**src/rtl/axi_pkg.sv**
```systemverilog
// Shared AXI definitions: burst encodings, response codes and the write-slave FSM states.
package axi_pkg;

  typedef enum logic [1:0] {
    BURST_FIXED = 2'b00,
    BURST_INCR  = 2'b01,
    BURST_WRAP  = 2'b10,
    BURST_RSVD  = 2'b11
  } burst_e;

  localparam logic [1:0] RESP_OKAY   = 2'b00;
  localparam logic [1:0] RESP_SLVERR = 2'b10;

  typedef enum logic [1:0] {
    ST_IDLE = 2'b00,
    ST_DATA = 2'b01,
    ST_RESP = 2'b10
  } wr_state_e;

  // WRAP bursts are only legal with 2, 4, 8 or 16 beats.
  function automatic logic wrap_len_ok(input logic [3:0] len);
    return (len == 4'd1) || (len == 4'd3) || (len == 4'd7) || (len == 4'd15);
  endfunction

endpackage

```
**src/rtl/axi_burst_addr.sv**
```systemverilog
// Combinational AXI next-beat address generator; shared by the write and read slaves.
module axi_burst_addr
  import axi_pkg::*;
#(
  parameter int ADDR_W = 32
) (
  input  logic [ADDR_W-1:0] addr_i,
  input  logic [2:0]        size_i,
  input  logic [3:0]        len_i,
  input  burst_e            burst_i,
  output logic [ADDR_W-1:0] next_addr_o
);

  logic [ADDR_W-1:0] step;
  logic [ADDR_W-1:0] win_mask;
  logic [ADDR_W-1:0] incr_addr;

  always_comb begin
    step      = ADDR_W'(1) << size_i;
    // Wrap window is (len+1) transfers of 2^size bytes, aligned to its own size.
    win_mask  = (ADDR_W'({1'b0, len_i} + 5'd1) << size_i) - ADDR_W'(1);
    incr_addr = addr_i + step;
    case (burst_i)
      BURST_INCR: next_addr_o = incr_addr;
      BURST_WRAP: next_addr_o = (addr_i & ~win_mask) | (incr_addr & win_mask);
      default:    next_addr_o = addr_i;
    endcase
  end

endmodule

```
**src/rtl/axi_wr_slave.sv**
```systemverilog
// AXI3 write slave: accepts one burst at a time, emits one memory write per W beat,
// and returns the B response once the final beat has been taken.
module axi_wr_slave
  import axi_pkg::*;
#(
  parameter int ADDR_W = 32,
  parameter int DATA_W = 32,
  parameter int ID_W   = 4
) (
  input  logic                aclk,
  input  logic                aresetn,
  input  logic [ADDR_W-1:0]   awaddr,
  input  logic [ID_W-1:0]     awid,
  input  logic [3:0]          awlen,
  input  logic [2:0]          awsize,
  input  logic [1:0]          awburst,
  input  logic                awvalid,
  output logic                awready,
  input  logic [DATA_W-1:0]   wdata,
  input  logic [DATA_W/8-1:0] wstrb,
  input  logic [ID_W-1:0]     wid,
  input  logic                wlast,
  input  logic                wvalid,
  output logic                wready,
  output logic [ID_W-1:0]     bid,
  output logic [1:0]          bresp,
  output logic                bvalid,
  input  logic                bready,
  output logic                mem_wvalid,
  output logic [ADDR_W-1:0]   mem_waddr,
  output logic [DATA_W-1:0]   mem_wdata,
  output logic [DATA_W/8-1:0] mem_wstrb,
  input  logic                mem_wready
);

  wr_state_e         state_q, state_d;
  logic              awready_q, bvalid_q;
  logic [ID_W-1:0]   bid_q;
  logic [1:0]        bresp_q;
  logic [ADDR_W-1:0] addr_q;
  logic [ID_W-1:0]   id_q;
  logic [3:0]        len_q;
  logic [3:0]        cnt_q;
  logic [2:0]        size_q;
  burst_e            burst_q;
  logic              err_q;
  logic              suppress_q;

  logic [ADDR_W-1:0] addr_adv;
  logic [ADDR_W-1:0] aw_lsb_mask;
  logic              cfg_err;
  logic              aw_fire, beat_fire, b_fire, last_beat, beat_err;

  axi_burst_addr #(.ADDR_W(ADDR_W)) u_burst_addr (
    .addr_i      (addr_q),
    .size_i      (size_q),
    .len_i       (len_q),
    .burst_i     (burst_q),
    .next_addr_o (addr_adv)
  );

  assign aw_lsb_mask = (ADDR_W'(1) << awsize) - ADDR_W'(1);
  assign cfg_err = (burst_e'(awburst) == BURST_RSVD) || (awsize > 3'd2) ||
                   ((burst_e'(awburst) == BURST_WRAP) &&
                    (!wrap_len_ok(awlen) || ((awaddr & aw_lsb_mask) != '0)));

  assign aw_fire   = (state_q == ST_IDLE) && awready_q && awvalid;
  assign beat_fire = (state_q == ST_DATA) && wvalid && wready;
  assign b_fire    = (state_q == ST_RESP) && bvalid_q && bready;
  assign last_beat = (cnt_q == len_q);
  assign beat_err  = (wid != id_q) || (wlast != last_beat);

  always_ff @(posedge aclk or negedge aresetn) begin
    if (!aresetn) begin
      state_q <= ST_IDLE;
    end else begin
      state_q <= state_d;
    end
  end

  always_comb begin
    state_d = state_q;
    case (state_q)
      ST_IDLE: if (aw_fire) state_d = ST_DATA;
      ST_DATA: if (beat_fire && last_beat) state_d = ST_RESP;
      ST_RESP: if (b_fire) state_d = ST_IDLE;
      default: state_d = ST_IDLE;
    endcase
  end

  // Handshake-visible flags follow the state being entered, so they change with it.
  always_ff @(posedge aclk or negedge aresetn) begin
    if (!aresetn) begin
      awready_q <= 1'b0;
      bvalid_q  <= 1'b0;
      bid_q     <= '0;
      bresp_q   <= RESP_OKAY;
    end else begin
      awready_q <= (state_d == ST_IDLE);
      bvalid_q  <= (state_d == ST_RESP);
      if (beat_fire && last_beat) begin
        bid_q   <= id_q;
        bresp_q <= (err_q || beat_err) ? RESP_SLVERR : RESP_OKAY;
      end else if (b_fire) begin
        bid_q   <= '0;
        bresp_q <= RESP_OKAY;
      end
    end
  end

  always_ff @(posedge aclk or negedge aresetn) begin
    if (!aresetn) begin
      addr_q     <= '0;
      id_q       <= '0;
      len_q      <= '0;
      cnt_q      <= '0;
      size_q     <= '0;
      burst_q    <= BURST_FIXED;
      err_q      <= 1'b0;
      suppress_q <= 1'b0;
    end else if (aw_fire) begin
      addr_q     <= awaddr;
      id_q       <= awid;
      len_q      <= awlen;
      cnt_q      <= '0;
      size_q     <= awsize;
      burst_q    <= burst_e'(awburst);
      err_q      <= cfg_err;
      suppress_q <= cfg_err;
    end else if (beat_fire) begin
      cnt_q  <= cnt_q + 4'd1;
      addr_q <= addr_adv;
      err_q  <= err_q || beat_err;
    end
  end

  always_comb begin
    awready    = awready_q;
    bvalid     = bvalid_q;
    bid        = bid_q;
    bresp      = bresp_q;
    wready     = 1'b0;
    mem_wvalid = 1'b0;
    mem_waddr  = '0;
    mem_wdata  = '0;
    mem_wstrb  = '0;
    if (state_q == ST_DATA) begin
      if (suppress_q) begin
        wready = 1'b1;
      end else begin
        wready     = mem_wready;
        mem_wvalid = wvalid;
        mem_waddr  = addr_q;
        mem_wdata  = wdata;
        mem_wstrb  = wstrb;
      end
    end
  end

endmodule

```
**config.mk**
```make
export PLATFORM = sky130hd
export DESIGN_NAME = axi_wr_slave
export DESIGN_NICKNAME = d
export VERILOG_FILES = /design/src/rtl/axi_pkg.sv /design/src/rtl/axi_burst_addr.sv /design/src/rtl/axi_wr_slave.sv
export SDC_FILE = /design/constraint.sdc
export NUM_CORES = 1
export LEC_CHECK = 0
export BUFFER_PORTS_ARGS = -buffer_cell sky130_fd_sc_hd__buf_2
export CAP_MARGIN = 10
export CORE_ASPECT_RATIO = 1.1
export CORE_MARGIN = 4
export CORE_UTILIZATION = 38
export DETAILED_ROUTE_END_ITERATION = 10
export GPL_TIMING_DRIVEN = 0
export HOLD_SLACK_MARGIN = 0.06
export RECOVER_POWER = 50
export SLEW_MARGIN = 20
export SYNTH_ARGS = -nofsm -noshare
export SYNTH_HDL_FRONTEND = slang
export SYNTH_SLANG_ARGS = --single-unit
```
**constraint.sdc**
```tcl
create_clock -name aclk -period 8.3 [get_ports aclk]
set_clock_uncertainty 0.1 [all_clocks]
set_input_delay 0 -clock aclk [delete_from_list [all_inputs] [get_ports aclk]]
set_output_delay 0 -clock aclk [all_outputs]
set_load 0.02 [all_outputs]
```
==> flow_metrics.py, run 1 <==
metrics = {
    "sta": {
        "finalMaxSlewViolations": 53,
        "slew_headroom_pct": -100,
        "worst_pin_slew_ns": 3.00,
        "rsz0062_at_grt": "no",
        "finalSetupViolCount": 0,
        "fmax_mhz": 242,
        "tns_ns": 0,
        "finalHoldViolCount": 0,
        "finalCriticalPeriod_ns": 4.13,
        "fin_crit_sh_pct": 49.7,
    },
    "yosys": {
        "ys_types": 67,
        "async_flop_share_pct": 100,
        "synth_fp_nets": 741,
        "synth_edf_count": 0,
        "synth-seq-area-share_pct": 29.9,
        "syn_avg_cell_area_um2": 7.92,
        "syn_inst": 635,
        "synthFlopType": "dfrtp_1",
        "yosys_register_bits": 60,
        "ys_warn_count": 0,
        "syn_area_um2": 5030,
    },
    "clock_network": {
        "htreeDepth": 3,
        "clock_latency_ns": 0.34,
        "root_buffer": "clkbuf_16",
        "clkTransAtPathRegs_ns": 0.06,
        "cts-buffers-inserted": 9,
        "cts_tree": "built",
        "clkSinkCount": 60,
        "clockBufferDepth": 2,
        "postCtsSetupBuffers": 0,
        "cts_resized": 0,
    },
    "grt": {
        "grt_pass1_wl_um": 31000,
        "first_global_vias": 5827,
        "grt_overflow": 0,
        "antenna_found_initial": 0,
        "grt_max_degree": 53,
        "track_usage_pct": 25.8,
    },
    "floorplanning": {
        "io_pins": 170,
        "coreArea_um2": 12800,
        "dieHeight_um": 129,
        "dieWidth_um": 118,
        "start_util_pct": 39.3,
        "row_count": 43,
        "die-area_um2": 15100,
    },
    "setup_path": {
        "cp-start-kind": "flop",
        "critical_path_arrival_ns": 4.22,
        "cp_max_fo": 10,
        "crit_type": "flop to flop",
        "crit_path_end_kind": "flop",
        "reg2reg_setup_slack_ns": 4.17,
        "crit_required_ns": 8.39,
    },
    "detailed_routing": {
        "routedWlPerCell_um": 19.1,
        "avgViaCountPerCell": 5.59,
        "drt_wl_total_um": 19600,
        "ant_nets": 0,
        "drc_errors": 0,
        "drt_pre_antenna_iters": 5,
        "vias": 5746,
        "drt_iter0_drc": 396,
    },
    "cells_and_area": {
        "diodes": 0,
        "final_common_cell": "buf_2",
        "nNetsFinal": 972,
        "layout_common_cells": "157 x buf_2, 89 x nand2_1, 60 x dfrtp_1",
        "synthToLayoutAreaGrowth_pct": 36.4,
        "drive_gt1_share_pct": 22.8,
    },
    "job": {
        "maxCapViolCount": 1,
    },
    "placement": {
        "hpwl_um": 15000,
        "gp_congestion": 0.904,
        "io_buffers": 168,
    },
    "outcome": {
        "outcome": "finished, violations left",
        "violations": "max-capacitance violations, max-slew violations",
    },
    "power": {
        "peakVddDrop_mv": 0.220,
        "power.total_w": 0.00265,
        "power_density_nw_per_um2": 386,
        "p_leak_nw": 3.16,
    },
    "worst_hold_path": {
        "hold_path_class": "input port to flop",
    },
}
-- report_power, final --
part | total [W] | internal, W | switching, W
clock | 0.000384 | 0.000240 | 0.000144
sequential | 0.000573 | 0.000428 | 0.000145
combinational | 0.00169 | 0.000622 | 0.00107
total | 0.00265 | 0.00129 | 0.00136
-- Yosys cell counts (4+ instances only) --
library cell	count	area, um2
nand2_1	89	334
and2_1	71	444
dfrtp_1	60	1500
nor2_1	40	150
o21ai_0	37	185
a21oi_1	31	155
clkbuf_1	25	93.8
nand3_1	19	95.1
nor3_1	18	90.1
xor2_1	18	158
xnor2_1	15	131
ha_1	13	163
inv_1	12	45.0
nand4_1	12	75.1
and3_1	11	68.8
mux2i_1	11	110
buf_2	9	45.0
nand2b_1	9	56.3
o211ai_1	9	67.6
a211oi_1	7	52.6
o31ai_1	7	52.6
a21o_1	6	45.0
and4_1	6	52.6
nand3b_1	6	45.0
buf_1	5	18.8
nor2b_1	5	31.3
o21a_1	5	37.5
a211o_1	4	35.0
a311oi_1	4	35.0
mux2_2	4	45.0
nand4b_1	4	35.0
or2_2	4	25.0
-- layer usage --
layer,track usage (%),vias up,wire length (um)
li1,-,2712,-
met1,32.6,2751,8280
met2,44.9,255,9670
met3,3.78,28,1220
met4,9.66,0,449
met5,0,-,0
-- timing repair --
action | CTS | global route
hold buffers | 51 | 0
setup endpoints to repair | 0 | 0
endpoints found under the hold margin | 115 | 0
-- cells by family after synthesis --
group	count (synthesis)	share of synthesized area (%)
compound gates	145	20.2
xor+xnor	34	6.07
fa+ha+maj	14	3.63
buf+inv	55	4.78
flops	60	29.9
mux	15	3.08
other cells	1	0.0746
simple gates	311	32.3
-- through the flow --
step           util, %  cells  setup slack (ns)  hold slack [ns]  cell area, um2
2_1_floorplan        -    635              5.09           -0.396            5030
3_5_place_dp      47.6    961              4.29           -0.253            6100
5_1_grt           53.6   1028              3.93            0.123            6860
3_3_place_gp      47.4    960              4.38           0.0939            6070
4_1_cts           54.0   1028              4.28           0.0631            6910
6_report          53.6   1028              4.17           0.0642            6860
-- worst max-delay path, stage by stage, from the launching register on --
cell       delay [ns]
dfrtp_1          0.35
buf_2            0.18
inv_1            0.17
buf_1            0.41
nand3_1          0.20
fa_1             0.46
nor2b_1          0.19
o31ai_1          0.13
a21oi_1          0.20
o21a_1           0.15
o21a_1           0.10
clkbuf_1         0.40
clkbuf_1         0.43
a211oi_1         0.13
a2111oi_0        0.36
-- final timing paths --
| kind | from | end | cells past startpoint |
|---|---|---|---|
| setup reg to reg | size_q[2]$_DFFE_PN0P_ | flop | 14 |
| hold / removal | wid[1] | bresp[1]$_DFFE_PN0P_ | 5 |
| setup / recovery | size_q[2]$_DFFE_PN0P_ | flop | 14 |
| max in group asynchronous | aresetn | size_q[1]$_DFFE_PN0P_ | 3 |
| min in group asynchronous | aresetn | asynchronous set/reset pin | 3 |
| hold reg to reg | flop | flop | 1 |
-- cell type report --
cell class | instances | area, um2
buffer | 43 | 195
clock buffer | 10 | 239
clock inverter | 6 | 63.8
fill | 1233 | 5940
inverter | 12 | 45.0
multi-input combinational | 520 | 3290
sequential | 60 | 1500
tap | 157 | 196
timing repair buffer | 220 | 1330
Note: power is estimated with default switching activity, not from simulation.
==> run 2, diff against run 1 <==
- clock period: 8.3 -> 4.3 ns (I/O delays scaled with it)
==> run 2 against run 1 <==
  * The run still ends with max-capacitance violations, max-slew violations left
  * Sequential power up 92%
  * Routed wire length about the same
  * Critical path type unchanged
  * Sequential share of layout area about the same
  * Worst setup slack worse by 3.8 ns
  * Combinational power up 93%
==> flow_metrics.py, run 2 (synthesis results as in run 1) <==
metrics = {
    "setup_path": {
        "crit_path_end_kind": "flop",
        "crit-reg2reg-launch": "size_q[2]$_DFFE_PN0P_",
        "rr_worst_depth": 15,
        "crit_required_ns": 4.39,
        "critical_path_arrival_ns": 4.06,
        "reg2reg_setup_slack_ns": 0.33,
        "cp_max_fo": 10,
        "crit_type": "flop to flop",
        "cp-start-kind": "flop",
    },
    "detailed_routing": {
        "drt_iter0_drc": 365,
        "ant_nets": 0,
        "avgViaCountPerCell": 5.58,
        "vias": 5734,
        "drt_pre_antenna_iters": 5,
        "drc_errors": 0,
        "routedWlPerCell_um": 19.1,
        "drt_wl_total_um": 19600,
    },
    "placement": {
        "hpwl_um": 15000,
        "gp_congestion": 0.904,
        "io_buffers": 168,
    },
    "floorplanning": {
        "row_count": 43,
        "die-area_um2": 15100,
        "dieHeight_um": 129,
        "dieWidth_um": 118,
        "coreArea_um2": 12800,
        "io_pins": 170,
        "start_util_pct": 39.3,
    },
    "cells_and_area": {
        "layout_common_cells": "157 x buf_2, 89 x nand2_1, 60 x dfrtp_1",
        "synthToLayoutAreaGrowth_pct": 36.4,
        "diodes": 0,
        "final_common_cell": "buf_2",
        "nNetsFinal": 971,
        "post-route-util_pct": 53.6,
        "drive_gt1_share_pct": 23.0,
    },
    "sta": {
        "finalHoldViolCount": 0,
        "timing.hold.ws_ns": 0.0589,
        "finalSetupViolCount": 0,
        "finalMaxSlewViolations": 53,
        "slew_headroom_pct": -101,
        "finalCriticalPeriod_ns": 3.97,
        "fin_crit_sh_pct": 92.3,
        "fmax_mhz": 252,
        "tns_ns": 0,
        "rsz0062_at_grt": "no",
        "worst_pin_slew_ns": 3.02,
    },
    "clock_network": {
        "root_buffer": "clkbuf_16",
        "cts_tree": "built",
        "clock_latency_ns": 0.34,
        "clockBufferDepth": 2,
        "clkTransAtPathRegs_ns": 0.06,
        "cts-buffers-inserted": 9,
        "postCtsSetupBuffers": 0,
        "htreeDepth": 3,
        "clkSinkCount": 60,
    },
    "grt": {
        "first_global_vias": 5827,
        "grt_pass1_wl_um": 31000,
        "antenna_found_initial": 0,
        "grt_overflow": 0,
        "track_usage_pct": 25.8,
        "grt_max_degree": 53,
    },
    "job": {
        "maxCapViolCount": 1,
    },
    "power": {
        "p_leak_nw": 3.16,
        "power_density_nw_per_um2": 746,
        "peakVddDrop_mv": 0.427,
    },
    "outcome": {
        "outcome": "finished, violations left",
        "violations": "max-capacitance violations, max-slew violations",
    },
    "worst_hold_path": {
        "hold_depth": 5,
        "hp-start": "wid[1]",
        "hold_path_class": "input port to flop",
        "hold-path-endpoint": "bresp[1]$_DFFE_PN0P_",
    },
}
==> run 2: report_power, final <==
group	total, W	switching (W)	internal [W]
Clock	0.000747	0.000284	0.000463
Sequential	0.00110	0.000277	0.000826
Combinational	0.00327	0.00207	0.00120
Total	0.00512	0.00263	0.00249
==> run 2: worst max-delay path, stage by stage (launching register included) <==
cell and delay (ns):
dfrtp_1 0.35, buf_2 0.18, buf_1 0.31, nor2_1 0.21
ha_1 0.24, inv_1 0.07, fa_1 0.40, nor2b_1 0.19
o31ai_1 0.13, a21oi_1 0.20, o21a_1 0.15, o21a_1 0.10
clkbuf_1 0.40, clkbuf_2 0.34, a211oi_1 0.10, a2111oi_0 0.35
==> run 2: layer usage <==
layer  wire length (um)  track usage (%)  up-vias
li1                   -                -     2706
met1               8450             32.6     2740
met2               9550             44.9      251
met3               1120             3.78       37
met4                497             9.66        0
met5                  0                0        -
==> run 2: layout make-up <==
class,instances,area [um2]
well taps,157,196
repair buffers,220,1330
fillers,1232,5940
clock buffers,10,239
multi-input cells,520,3290
plain buffers,42,193
clock inverters,6,63.8
inverters,12,45.0
flip-flops and latches,60,1500
==> run 2: stage by stage <==
stage / instance area [um2] / cells / power, W / worst slack (ns)
2_1_floorplan: 5030 / 635 / 0.00331 / 1.09
3_3_place_gp: 6070 / 960 / 0.00426 / 0.381
3_5_place_dp: 6100 / 961 / 0.00433 / 0.287
4_1_cts: 6910 / 1028 / 0.00514 / 0.278
5_1_grt: 6860 / 1027 / 0.00549 / 0.0868
6_report: 6860 / 1027 / 0.00512 / 0.331
==> run 2: worst max path at each step <==
stage	cells past startpoint	startpoint	to	slack [ns]
after floorplan	14	size_q[2]$_DFFE_PN0P_	flop	1.09
after global placement	14	size_q[2]$_DFFE_PN0P_	flop	0.38
after detailed placement	14	size_q[2]$_DFFE_PN0P_	flop	0.29
after CTS	14	size_q[2]$_DFFE_PN0P_	flop	0.28
after global routing	15	size_q[2]$_DFFE_PN0P_	flop	0.09
final	15	size_q[2]$_DFFE_PN0P_	flop	0.33
==> run 2: repair_timing <==
item,4_1_cts,5_1_grt
gates resized for setup,0,2
endpoints found under the setup margin,0,1
endpoints found under the hold margin,115,0
hold buffers,51,0
==> run 3, diff against run 2 <==
- SYNTH_HIERARCHICAL: unset -> 1
==> run 3 against run 2 <==
  * The flow still finishes with violations (max-capacitance violations, max-slew violations)
  * Maximum frequency down 1.0%
  * Hold slack better by 0.051 ns
  * Core utilization down 1.5 points
  * Largest power group unchanged
  * Highest routed layer unchanged
==> flow_metrics.py, run 3 <==
metrics = {
    "power": {
        "power_density_nw_per_um2": 801,
        "p_int_w": 0.00276,
        "switching_share_pct": 54.5,
        "peakVddDrop_mv": 0.356,
        "switching_power_w": 0.00331,
        "clockPowerShare_pct": 12.0,
        "pwr-share-comb_pct": 68.2,
        "seq_power_share_pct": 19.7,
        "p_leak_nw": 3.70,
    },
    "clock_network": {
        "cts_tree": "built",
        "htreeDepth": 3,
        "cts-buffers-inserted": 9,
        "clkTransAtPathRegs_ns": 0.06,
        "clock_latency_ns": 0.34,
        "root_buffer": "clkbuf_16",
        "clockBufferDepth": 2,
        "clkSinkCount": 60,
    },
    "cells_and_area": {
        "final_common_cell": "buf_2",
        "final_cells": 1202,
        "nNetsFinal": 1113,
        "layout_common_cells": "155 x buf_2, 141 x nand2_1, 76 x and3_1",
        "synthToLayoutAreaGrowth_pct": 32.8,
        "diodes": 0,
        "register_area_um2": 1500,
        "drive_gt1_share_pct": 19.4,
        "nFillCells": 1492,
        "largest_reg_flops": 32,
        "multi_input_area_um2": 3900,
        "top_register": "addr_q",
    },
    "grt": {
        "grt_use_met2_pct": 45.0,
        "track_usage_pct": 24.9,
        "busiest_layer": "met2",
        "grt_pass1_wl_um": 34500,
        "antenna_found_initial": 0,
        "grt_overflow": 0,
        "first_global_vias": 6732,
        "gr-usage-met3_pct": 3.63,
        "grt_max_degree": 61,
        "use_met1_pct": 30.5,
    },
    "yosys": {
        "synthTopCellsByArea": "dfrtp_1 26%, nand2_1 9.3%, and3_1 8.3%, nor2_1 3.7%, a31oi_1 3.5%",
        "yosys_register_bits": 60,
        "syn_inst": 776,
        "ys_warn_count": 6,
        "syn_avg_cell_area_um2": 7.35,
        "synth_edf_count": 0,
        "synth-seq-area-share_pct": 26.3,
        "ys_types": 77,
        "synthTopCellsByCount": "141 x nand2_1, 76 x and3_1, 60 x dfrtp_1",
        "async_flop_share_pct": 100,
        "synthFlopType": "dfrtp_1",
        "yosysTopAreaCell": "dfrtp_1",
        "synth_fp_nets": 884,
        "syn_area_um2": 5710,
        "netlist.area_leader.share_pct": 26.3,
        "yosysMostFrequentCell": "nand2_1",
    },
    "placement": {
        "gp_congestion": 0.961,
        "dpl.cell_count": 1136,
        "io_buffers": 168,
        "place_ws_ns": -0.0319,
        "hpwl_um": 16000,
    },
    "floorplanning": {
        "coreArea_um2": 14600,
        "io_pins": 170,
        "row_count": 46,
        "start_util_pct": 39.2,
        "dieHeight_um": 137,
        "dieWidth_um": 125,
        "die-area_um2": 17000,
    },
    "detailed_routing": {
        "drc_errors": 0,
        "avgViaCountPerCell": 5.63,
        "drt_pre_antenna_iters": 5,
        "drt_iter0_drc": 675,
        "drt_wl_total_um": 21100,
        "vias": 6771,
        "routedWlPerCell_um": 17.6,
        "ant_nets": 0,
    },
    "sta": {
        "finalCriticalPeriod_ns": 4.01,
        "slew_headroom_pct": -118,
        "finalSetupViolCount": 0,
        "finalHoldViolCount": 0,
        "worst_pin_slew_ns": 3.27,
        "worst_slack_ns": 0.290,
        "finalMaxSlewViolations": 61,
        "fin_crit_sh_pct": 93.2,
        "tns_ns": 0,
        "fmax_mhz": 249,
    },
    "outcome": {
        "outcome": "finished, violations left",
        "violations": "max-capacitance violations, max-slew violations",
    },
    "setup_path": {
        "crit_type": "flop to flop",
        "cp-start-kind": "flop",
        "cp_max_fo": 10,
        "crit_required_ns": 4.45,
        "crit_path_end_kind": "flop",
        "critical_path_arrival_ns": 4.16,
    },
    "worst_hold_path": {
        "hold_path_class": "input port to flop",
    },
    "job": {
        "maxCapViolCount": 1,
    },
}
[run 3: cell types whose count changed in the layout (fill, tap and decap cells not counted), sizes merged, moves of 9 or more]
cell	change
inv	+11
and3	+65
a31oi	+30
and2	-64
nand4	-9
nand2	+50
nor2	+17
clkbuf	+17
xor2	-9
[run 3: area by class of cell]
class | count | share of cell area, %
multi-input cells | 637 | 51.4
well taps | 192 | 3.17
plain buffers | 56 | 3.20
inverters | 22 | 1.09
repair buffers | 219 | 17.3
flip-flops and latches | 60 | 19.8
clock inverters | 7 | 0.991
clock buffers | 9 | 2.97
[run 3: worst max-delay path, stage by stage (launching register included)]
cell and delay [ns]:
dfrtp_1 0.40, buf_2 0.19, buf_2 0.21, clkbuf_2 0.21, nor3_2 0.23, ha_1 0.23, inv_1 0.06, fa_1 0.40
nor2b_1 0.16, o2111ai_1 0.18, a21oi_2 0.32, o21ai_0 0.23, nor2_1 0.25, a41oi_1 0.15, a311oi_1 0.34, nand2_1 0.08
a31oi_1 0.18
[run 3: kinds of logic after synthesis]
family                   Yosys count  share of synthesized area, %
AO/OA/AOI/OAI                    209                          25.9
AND/OR/NAND/NOR                  387                          34.4
multiplexers                       3                         0.526
XOR/XNOR                          21                          3.35
adder cells (fa/ha/maj)           16                          3.64
buffers and inverters             79                          5.77
other                              1                        0.0657
flip-flops                        60                          26.3
[run 3: layer usage]
layer	vias up	share of wire, %	wire length (um)
met3	43	5.5	1170
met2	251	50	10700
met1	3168	42	8780
met5	-	0	0
met4	0	2.5	536
li1	3309	-	-
[run 3: per-stage QoR]
stage	hold WS [ns]	util (%)	power, W	cell area, um2
2_1_floorplan	-0.396	-	0.00403	5710
6_report	0.110	52.0	0.00607	7580
5_1_grt	0.159	52.0	0.00661	7580
4_1_cts	0.0901	52.1	0.00606	7580
3_5_place_dp	0.0282	46.6	0.00527	6790
3_3_place_gp	0.0946	46.6	0.00525	6790
[run 3: worst paths after layout]
| kind | startpoint | endpoint | slack [ns] | cells after the start |
|---|---|---|---|---|
| setup reg to reg | size_q[0]$_DFFE_PN0P_ | addr_q[20]$_DFFE_PN0P_ | 0.29 | 16 |
| hold / removal | wid[3] | err_q$_DFFE_PN0P_ | 0.11 | 6 |
| min in group asynchronous | aresetn | bid[2]$_DFFE_PN0P_ | 1.20 | 2 |
| setup / recovery | size_q[0]$_DFFE_PN0P_ | addr_q[20]$_DFFE_PN0P_ | 0.29 | 16 |
| hold reg to reg | size_q[2]$_DFFE_PN0P_ | size_q[2]$_DFFE_PN0P_ | 0.37 | 2 |
| max in group asynchronous | aresetn | addr_q[6]$_DFFE_PN0P_ | 1.03 | 2 |
[run 3: power groups by stage]
stage / Combinational (W) / Sequential (W) / Clock (W)
2_1_floorplan: 0.00293 / 0.00111 / 0
3_3_place_gp: 0.00405 / 0.00120 / 0
3_5_place_dp: 0.00407 / 0.00120 / 0
4_1_cts: 0.00412 / 0.00120 / 0.000743
5_1_grt: 0.00459 / 0.00125 / 0.000768
6_report: 0.00414 / 0.00120 / 0.000731
[run 3: repair_timing]
item,in CTS,in global routing
endpoints found under the setup margin,3,10
hold buffers,49,0
cloned,0,0
pin swaps,0,1
setup buffers,0,2
hold endpoints to repair,114,0
resized for setup,1,8
